`src/rtl/fifo_arb_pkg.sv`:
```
// Shared types, default widths and the round-robin search helper for the FIFO write arbiter.
package fifo_arb_pkg;

    localparam int unsigned NUM_REQ_DFLT   = 4;
    localparam int unsigned MAX_BURST_DFLT = 4;
    localparam int unsigned OWNER_W        = $clog2(NUM_REQ_DFLT);
    localparam int unsigned CNT_W          = $clog2(MAX_BURST_DFLT + 1);

    // Widest request vector the helper accepts.
    localparam int unsigned MAX_REQ   = 32;
    localparam int unsigned MAX_REQ_W = 5;

    typedef enum logic [0:0] {StIdle, StBurst} state_e;

    // First set bit at or above ptr, wrapping at n; returns ptr when nothing is set.
    function automatic int unsigned next_rr(input logic [MAX_REQ-1:0] req,
                                            input int unsigned ptr,
                                            input int unsigned n);
        int unsigned sel;
        int unsigned j;
        logic        found;
        sel   = ptr;
        found = 1'b0;
        for (int unsigned i = 0; i < n; i++) begin
            j = ptr + i;
            if (j >= n) begin
                j = j - n;
            end
            if (!found && req[MAX_REQ_W'(j)]) begin
                sel   = j;
                found = 1'b1;
            end
        end
        return sel;
    endfunction

endpackage

```
`src/rtl/fifo_wr_arbiter_if.sv`:
```
// Producer-side and FIFO-side handshake bundle of the write-port arbiter.
interface fifo_wr_arbiter_if #(
    parameter int unsigned NUM_REQ    = 4,
    parameter int unsigned DATA_WIDTH = 8,
    parameter int unsigned OWNER_W    = fifo_arb_pkg::OWNER_W
);

    logic [NUM_REQ-1:0]            Req;
    logic [NUM_REQ*DATA_WIDTH-1:0] Req_Data;
    logic [NUM_REQ-1:0]            Req_Last;
    logic [NUM_REQ-1:0]            Grant;
    logic [NUM_REQ-1:0]            Req_Ack;
    logic [OWNER_W-1:0]            Owner;
    logic                          Busy;
    logic                          FIFO_Wr_Req;
    logic [DATA_WIDTH-1:0]         FIFO_D_IN;
    logic                          FIFO_Full;
    logic                          FIFO_Wr_Ack;
    logic                          Ack_Err;

    modport master (
        input  Req, Req_Data, Req_Last, FIFO_Full, FIFO_Wr_Ack,
        output Grant, Req_Ack, Owner, Busy, FIFO_Wr_Req, FIFO_D_IN, Ack_Err
    );

    modport slave (
        output Req, Req_Data, Req_Last, FIFO_Full, FIFO_Wr_Ack,
        input  Grant, Req_Ack, Owner, Busy, FIFO_Wr_Req, FIFO_D_IN, Ack_Err
    );

endinterface

```
`src/rtl/rr_pick.sv`:
```
// Combinational round-robin selector: first requester at or above ptr, with wrap.
module rr_pick #(
    parameter int unsigned NUM_REQ = 4,
    parameter int unsigned OWNER_W = 2
) (
    input  logic [NUM_REQ-1:0] req,
    input  logic [OWNER_W-1:0] ptr,
    output logic [OWNER_W-1:0] idx,
    output logic               any
);
    import fifo_arb_pkg::*;

    logic [MAX_REQ-1:0] req_ext;

    always_comb begin
        req_ext              = '0;
        req_ext[NUM_REQ-1:0] = req;
        idx                  = OWNER_W'(next_rr(req_ext, 32'(ptr), NUM_REQ));
        any                  = |req;
    end

endmodule

```
`src/rtl/fifo_wr_arbiter.sv`:
```
// Round-robin arbiter sharing the async FIFO write port among NUM_REQ write-domain producers,
// with bursts of up to MAX_BURST words and a sticky check for missing write acknowledges.
module fifo_wr_arbiter #(
    parameter int unsigned NUM_REQ    = 4,
    parameter int unsigned DATA_WIDTH = 8,
    parameter int unsigned MAX_BURST  = 4,
    parameter int unsigned OWNER_W    = $clog2(NUM_REQ),
    parameter int unsigned CNT_W      = $clog2(MAX_BURST + 1)
) (
    input logic               CLK,
    input logic               rst_n,
    fifo_wr_arbiter_if.master bus
);
    import fifo_arb_pkg::*;

    state_e                               state_q, state_d;
    logic   [OWNER_W-1:0]                 owner_q, owner_d;
    logic   [OWNER_W-1:0]                 rr_ptr_q, rr_ptr_d;
    logic   [NUM_REQ-1:0]                 grant_q, grant_d;
    logic                                 busy_q, busy_d;
    logic   [CNT_W-1:0]                   cnt_q, cnt_d;
    logic                                 ack_err_q, ack_err_d;
    logic                                 wr_pend_q;
    logic   [OWNER_W-1:0]                 pick_idx;
    logic                                 pick_any;
    logic   [OWNER_W-1:0]                 owner_inc;
    logic                                 xfer;
    logic                                 release_burst;
    logic   [NUM_REQ-1:0][DATA_WIDTH-1:0] req_words;

    assign req_words = bus.Req_Data;

    rr_pick #(
        .NUM_REQ (NUM_REQ),
        .OWNER_W (OWNER_W)
    ) u_rr_pick (
        .req (bus.Req),
        .ptr (rr_ptr_q),
        .idx (pick_idx),
        .any (pick_any)
    );

    // Explicit wrap so non-power-of-2 NUM_REQ never points past the last producer.
    assign owner_inc = (32'(owner_q) == NUM_REQ - 1) ? '0 : owner_q + OWNER_W'(1);

    always_comb begin
        xfer            = (state_q == StBurst) && bus.Req[owner_q] && !bus.FIFO_Full;
        bus.FIFO_Wr_Req = xfer;
        bus.Req_Ack     = '0;
        bus.FIFO_D_IN   = '0;
        if (xfer) begin
            bus.Req_Ack[owner_q] = 1'b1;
            bus.FIFO_D_IN        = req_words[owner_q];
        end
    end

    always_comb begin
        state_d       = state_q;
        owner_d       = owner_q;
        rr_ptr_d      = rr_ptr_q;
        grant_d       = grant_q;
        busy_d        = busy_q;
        cnt_d         = cnt_q;
        release_burst = 1'b0;
        unique case (state_q)
            StIdle: begin
                if (pick_any) begin
                    state_d           = StBurst;
                    owner_d           = pick_idx;
                    grant_d           = '0;
                    grant_d[pick_idx] = 1'b1;
                    busy_d            = 1'b1;
                    cnt_d             = '0;
                end
            end
            StBurst: begin
                if (!bus.Req[owner_q]) begin
                    release_burst = 1'b1;
                end else if (xfer) begin
                    cnt_d = cnt_q + CNT_W'(1);
                    if (bus.Req_Last[owner_q] || cnt_q == CNT_W'(MAX_BURST - 1)) begin
                        release_burst = 1'b1;
                    end
                end
                if (release_burst) begin
                    state_d  = StIdle;
                    grant_d  = '0;
                    busy_d   = 1'b0;
                    cnt_d    = '0;
                    rr_ptr_d = owner_inc;
                end
            end
            default: state_d = StIdle;
        endcase
        ack_err_d = ack_err_q | (wr_pend_q & ~bus.FIFO_Wr_Ack);
    end

    always_ff @(posedge CLK) begin
        if (!rst_n) begin
            state_q   <= StIdle;
            owner_q   <= '0;
            rr_ptr_q  <= '0;
            grant_q   <= '0;
            busy_q    <= 1'b0;
            cnt_q     <= '0;
            ack_err_q <= 1'b0;
            wr_pend_q <= 1'b0;
        end else begin
            state_q   <= state_d;
            owner_q   <= owner_d;
            rr_ptr_q  <= rr_ptr_d;
            grant_q   <= grant_d;
            busy_q    <= busy_d;
            cnt_q     <= cnt_d;
            ack_err_q <= ack_err_d;
            wr_pend_q <= xfer;
        end
    end

    assign bus.Grant   = grant_q;
    assign bus.Owner   = owner_q;
    assign bus.Busy    = busy_q;
    assign bus.Ack_Err = ack_err_q;

endmodule

```
`src/flat_wrapper.sv`:
```
// flat-port wrapper written by rule: the top's interface ports become plain ports
module fifo_wr_arbiter_flat import fifo_arb_pkg::*;
#(
    parameter int unsigned NUM_REQ    = 4,
    parameter int unsigned DATA_WIDTH = 8,
    parameter int unsigned MAX_BURST  = 4,
    parameter int unsigned OWNER_W    = $clog2(NUM_REQ),
    parameter int unsigned CNT_W      = $clog2(MAX_BURST + 1)
)
  (CLK, rst_n, bus_Req, bus_Req_Data, bus_Req_Last, bus_FIFO_Full, bus_FIFO_Wr_Ack, bus_Grant, bus_Req_Ack, bus_Owner, bus_Busy, bus_FIFO_Wr_Req, bus_FIFO_D_IN, bus_Ack_Err);
  fifo_wr_arbiter_if #(.NUM_REQ(NUM_REQ), .DATA_WIDTH(DATA_WIDTH), .OWNER_W(OWNER_W)) bus_i ();
  input logic CLK;
  input logic rst_n;
  input wire logic [$bits(bus_i.Req)-1:0] bus_Req;
  input wire logic [$bits(bus_i.Req_Data)-1:0] bus_Req_Data;
  input wire logic [$bits(bus_i.Req_Last)-1:0] bus_Req_Last;
  input wire logic [$bits(bus_i.FIFO_Full)-1:0] bus_FIFO_Full;
  input wire logic [$bits(bus_i.FIFO_Wr_Ack)-1:0] bus_FIFO_Wr_Ack;
  output wire logic [$bits(bus_i.Grant)-1:0] bus_Grant;
  output wire logic [$bits(bus_i.Req_Ack)-1:0] bus_Req_Ack;
  output wire logic [$bits(bus_i.Owner)-1:0] bus_Owner;
  output wire logic [$bits(bus_i.Busy)-1:0] bus_Busy;
  output wire logic [$bits(bus_i.FIFO_Wr_Req)-1:0] bus_FIFO_Wr_Req;
  output wire logic [$bits(bus_i.FIFO_D_IN)-1:0] bus_FIFO_D_IN;
  output wire logic [$bits(bus_i.Ack_Err)-1:0] bus_Ack_Err;
  assign bus_i.Req = bus_Req;
  assign bus_i.Req_Data = bus_Req_Data;
  assign bus_i.Req_Last = bus_Req_Last;
  assign bus_i.FIFO_Full = bus_FIFO_Full;
  assign bus_i.FIFO_Wr_Ack = bus_FIFO_Wr_Ack;
  assign bus_Grant = bus_i.Grant;
  assign bus_Req_Ack = bus_i.Req_Ack;
  assign bus_Owner = bus_i.Owner;
  assign bus_Busy = bus_i.Busy;
  assign bus_FIFO_Wr_Req = bus_i.FIFO_Wr_Req;
  assign bus_FIFO_D_IN = bus_i.FIFO_D_IN;
  assign bus_Ack_Err = bus_i.Ack_Err;
  fifo_wr_arbiter #(.NUM_REQ(NUM_REQ), .DATA_WIDTH(DATA_WIDTH), .MAX_BURST(MAX_BURST), .OWNER_W(OWNER_W), .CNT_W(CNT_W)) u_core (.CLK(CLK), .rst_n(rst_n), .bus(bus_i));
endmodule
```
`config.mk`:
```
export PLATFORM = sky130hd
export DESIGN_NAME = fifo_wr_arbiter_flat
export DESIGN_NICKNAME = d
export VERILOG_FILES = /design/src/rtl/fifo_arb_pkg.sv /design/src/rtl/fifo_wr_arbiter_if.sv /design/src/rtl/rr_pick.sv /design/src/rtl/fifo_wr_arbiter.sv /design/src/flat_wrapper.sv
export SDC_FILE = /design/constraint.sdc
export NUM_CORES = 1
export LEC_CHECK = 0
export CAP_MARGIN = 40
export CORE_MARGIN = 2
export CORE_UTILIZATION = 35
export DETAILED_ROUTE_END_ITERATION = 6
export PLACE_DENSITY = 0.71
export SLEW_MARGIN = 25
export SYNTH_ARGS = -nofsm -noshare
export SYNTH_HDL_FRONTEND = slang
export SYNTH_SLANG_ARGS = --single-unit
```
`constraint.sdc`:
```
create_clock -name CLK -period 4.64 [get_ports CLK]
set_input_delay 0.696 -clock CLK [delete_from_list [all_inputs] [get_ports CLK]]
set_output_delay 0.696 -clock CLK [all_outputs]
set_load 0.02 [all_outputs]
```
==> metrics.log <==
INFO  metric run_status = completed
INFO  metric ys_seq_area_frac = 0.235
INFO  metric numPortBuffers = 64
INFO  metric ir_worst_vdd = 0.000171 V
INFO  metric grt_setup_unrepaired = no
INFO  metric root_buffer = sky130_fd_sc_hd__clkbuf_4
INFO  metric post_cts_resized = 0
INFO  metric slew_headroom = 0.619
INFO  metric core-area = 3420 µm²
INFO  metric async_reset_ff_frac = 0
INFO  metric worst_setup_hold_path_clk_slew = 0.08 ns
INFO  metric p_leak = 0.740 nW
INFO  metric setup_viol = 0
INFO  metric cts.hold.buffers_added = 0
INFO  metric critical_path.slowest_cell = sky130_fd_sc_hd__clkdlybuf4s50_1
INFO  metric totalPowerFinal = 0.459 mW
INFO  metric n_antenna_cell = 0
INFO  metric tritoncts = done
INFO  metric gp_congestion = 0.824
INFO  metric timing_worst_slew_pin_value = 0.570 ns
INFO  metric wl_per_cell = 13.9 µm
INFO  metric most_used_cells_in_the_layout_excluding_fill_and_tap_cells = sky130_fd_sc_hd__clkdlybuf4s50_1 (64), sky130_fd_sc_hd__and2_1 (16), sky130_fd_sc_hd__dfxtp_1 (15)
INFO  metric fin_hold_ws = 0.480 ns
INFO  metric antenna_found_initial = 0
INFO  metric clock_skews = 0.000984 ns
INFO  metric yosysWarningCount = 0
INFO  metric finalWirelength = 3400 µm
INFO  metric crit_path_max_fanout = 11
INFO  metric power-per-cell-area = 230 nW/µm²
INFO  metric setup.worst_path.end_class = primary output
INFO  metric area_added_between_synthesis_and_finish = 55.8%
INFO  metric total_length_of_routed_met3_wires = 374 µm
INFO  metric syn-mean-instance-area = 9.61 µm²
INFO  metric finalHoldViolCount = 0
INFO  metric mostFrequentLayoutCell = sky130_fd_sc_hd__clkdlybuf4s50_1
INFO  metric drc_errors = 0
INFO  metric hold_path_class = flop to flop
INFO  metric global_route.overflow_total = 0
INFO  metric fillCellCount = 303
INFO  metric cts_max_level = 1
INFO  metric timing.setup.critical_path_class = input pin to primary output
INFO  metric critPathBufInv = 3
INFO  metric initial_drc_count = 35
INFO  metric synth-seq-cells = 15
INFO  metric floorplan.die_area = 4150 µm²
INFO  metric m1WireLength = 1490 µm
INFO  metric nNetsFinal = 253
INFO  metric detail-route-antenna-nets = 0
INFO  metric final_layout_size_suffix_gt1_frac = 0.101
INFO  metric crit_arrival = 2.87 ns
INFO  metric top_family_by_delay_on_critical_path = buffers and inverters
INFO  metric synth_edf_count = 0
INFO  metric wl_met2 = 1520 µm
INFO  metric worstPathCellList = clkdlybuf4s50_1 -> mux4_2 -> nand2_1 -> nor2_1 -> buf_4 -> and2_1 -> clkdlybuf4s50_1
INFO  metric place.detailed.hpwl = 2740 µm
INFO  metric ctsLongestPathBuffers = 2
INFO  metric grt_start_max_net_pins = 17
INFO  metric synth_nets = 187
INFO  metric startpoint_type = input pin
INFO  metric postSynthCellCount = 133
INFO  metric required = 3.94 ns
INFO  metric critPathMostFrequentCell = sky130_fd_sc_hd__clkdlybuf4s50_1
INFO  metric mappedNetlistArea = 1280 µm²
INFO  metric cts-buffers-inserted = 3
INFO  metric vias_in_the_first_global_route = 1230
INFO  metric route.vias.total = 1271
INFO  metric fin_crit_sh = 0.768
INFO  metric synth-main-ff-cell = sky130_fd_sc_hd__dfxtp_1
INFO  metric cts.sinks = 15
INFO  metric first_pass_grt_wire_length = 5520 µm
INFO  metric chipHeight = 64.4 µm
INFO  metric synth.distinct_cells = 38
INFO  metric vias_per_cell = 5.21
INFO  metric fp-row-count = 21
INFO  metric initial_cell_density_of_the_core = 0.374
INFO  metric maxCapViolations = 0
INFO  metric final_max_slew_viol_count = 0
INFO  metric clk_latency = 0.27 ns
INFO  metric cts_setup_buffers = 0
INFO  metric dr.pass1.iters = 5
INFO  metric highest_layer = met4
INFO  metric summed_negative_setup_slack_over_all_endpoints = 0 ns
INFO  metric grt.total_usage = 0.165
INFO  metric final.min_clock_period = 3.56 ns
INFO  metric fp.dieW = 64.4 µm
INFO  metric slowest_delay = 0.61 ns
INFO  metric io-pin-count = 65
INFO  metric max_freq = 281 MHz
[cell families (layout without fill, tap and decap cells)]
| kind of cell | after synthesis | in the layout | synth area share |
|---|---|---|---|
| fa+ha+maj | 10 | 10 | 0.0978 |
| mux | 16 | 16 | 0.240 |
| simple gates | 48 | 48 | 0.199 |
| flops | 15 | 15 | 0.235 |
| buf+inv | 11 | 76 | 0.0382 |
| compound gates | 33 | 33 | 0.191 |
[worst reg2reg max path, delay by kind of cell (launching register included)]
| kind | cells | cell delay [ns] |
|---|---|---|
| compound gates | 3 | 0.46 |
| fa+ha+maj | 1 | 0.42 |
| buf+inv | 1 | 0.20 |
| flops | 1 | 0.58 |
| mux | 1 | 0.59 |
| simple gates | 2 | 0.30 |
[Yosys cell counts, types with 2 or more instances]
| library cell | n | area share |
|---|---|---|
| sky130_fd_sc_hd__o21a_1 | 3 | 0.018 |
| sky130_fd_sc_hd__clkbuf_1 | 2 | 0.0059 |
| sky130_fd_sc_hd__nor2_1 | 10 | 0.029 |
| sky130_fd_sc_hd__a32o_1 | 3 | 0.023 |
| sky130_fd_sc_hd__a211o_1 | 2 | 0.014 |
| sky130_fd_sc_hd__inv_1 | 6 | 0.018 |
| sky130_fd_sc_hd__o21ai_0 | 6 | 0.023 |
| sky130_fd_sc_hd__a21oi_1 | 5 | 0.020 |
| sky130_fd_sc_hd__buf_1 | 2 | 0.0059 |
| sky130_fd_sc_hd__mux4_2 | 10 | 0.18 |
| sky130_fd_sc_hd__dfxtp_1 | 15 | 0.23 |
| sky130_fd_sc_hd__nand2_1 | 8 | 0.023 |
| sky130_fd_sc_hd__ha_1 | 10 | 0.098 |
| sky130_fd_sc_hd__mux2i_1 | 4 | 0.031 |
| sky130_fd_sc_hd__nor2b_1 | 6 | 0.029 |
| sky130_fd_sc_hd__a211oi_2 | 2 | 0.020 |
| sky130_fd_sc_hd__and2_1 | 16 | 0.078 |
| sky130_fd_sc_hd__nand2b_1 | 3 | 0.015 |
[sequential cells by signal, summed over array words and instances, names as in the netlist]
| name | cells |
|---|---|
| u_core.bus.Ack_Err | 1 |
| u_core.bus.Busy | 1 |
| u_core.bus.Grant | 4 |
| u_core.bus.Owner | 2 |
| u_core.cnt_q | 3 |
| u_core.rr_ptr_q | 2 |
| u_core.state_q | 1 |
| u_core.wr_pend_q | 1 |
[metal layers]
layer,up-vias,global-route usage
met5,-,0
met4,0,0.0505
met3,2,0.0399
met2,63,0.288
met1,584,0.202
li1,622,-
[metrics by stage]
step | util | area, µm² | cells | setup slack [ns]
2_1_floorplan | - | 1280 | 133 | 2.07
3_3_place_gp | 0.573 | 1960 | 239 | 0.955
3_5_place_dp | 0.573 | 1960 | 239 | 0.818
4_1_cts | 0.581 | 1980 | 243 | 0.802
5_1_grt | 0.583 | 1990 | 244 | 0.846
6_report | 0.583 | 1990 | 244 | 1.08
[report_power, final]
group	internal (mW)	total, mW	switching [mW]
Sequential	0.142	0.159	0.0170
Combinational	0.129	0.229	0.100
Clock	0.0333	0.0719	0.0386
Total	0.303	0.459	0.156
[worst paths after layout]
check        slack [ns]                  end                start  depth (start not counted)
max                1.08       bus_Req_Ack[0]           bus_Req[2]                          7
min                0.48  u_core.bus.Grant[0]  u_core.bus.Grant[0]                          1
max reg2reg        1.98  u_core.bus.Grant[3]   u_core.rr_ptr_q[0]                          8
min reg2reg        0.48  u_core.bus.Grant[0]  u_core.bus.Grant[0]                          1
[final cells by class]
class,instances,area (µm²),share of cell area
multi-input cells,107,930,0.467
repair buffers,66,656,0.329
flip-flops and latches,15,300,0.151
well taps,46,57.6,0.0289
clock buffers,4,26.3,0.0132
inverters,6,22.5,0.0113
Power figures use the tool's default switching activity.
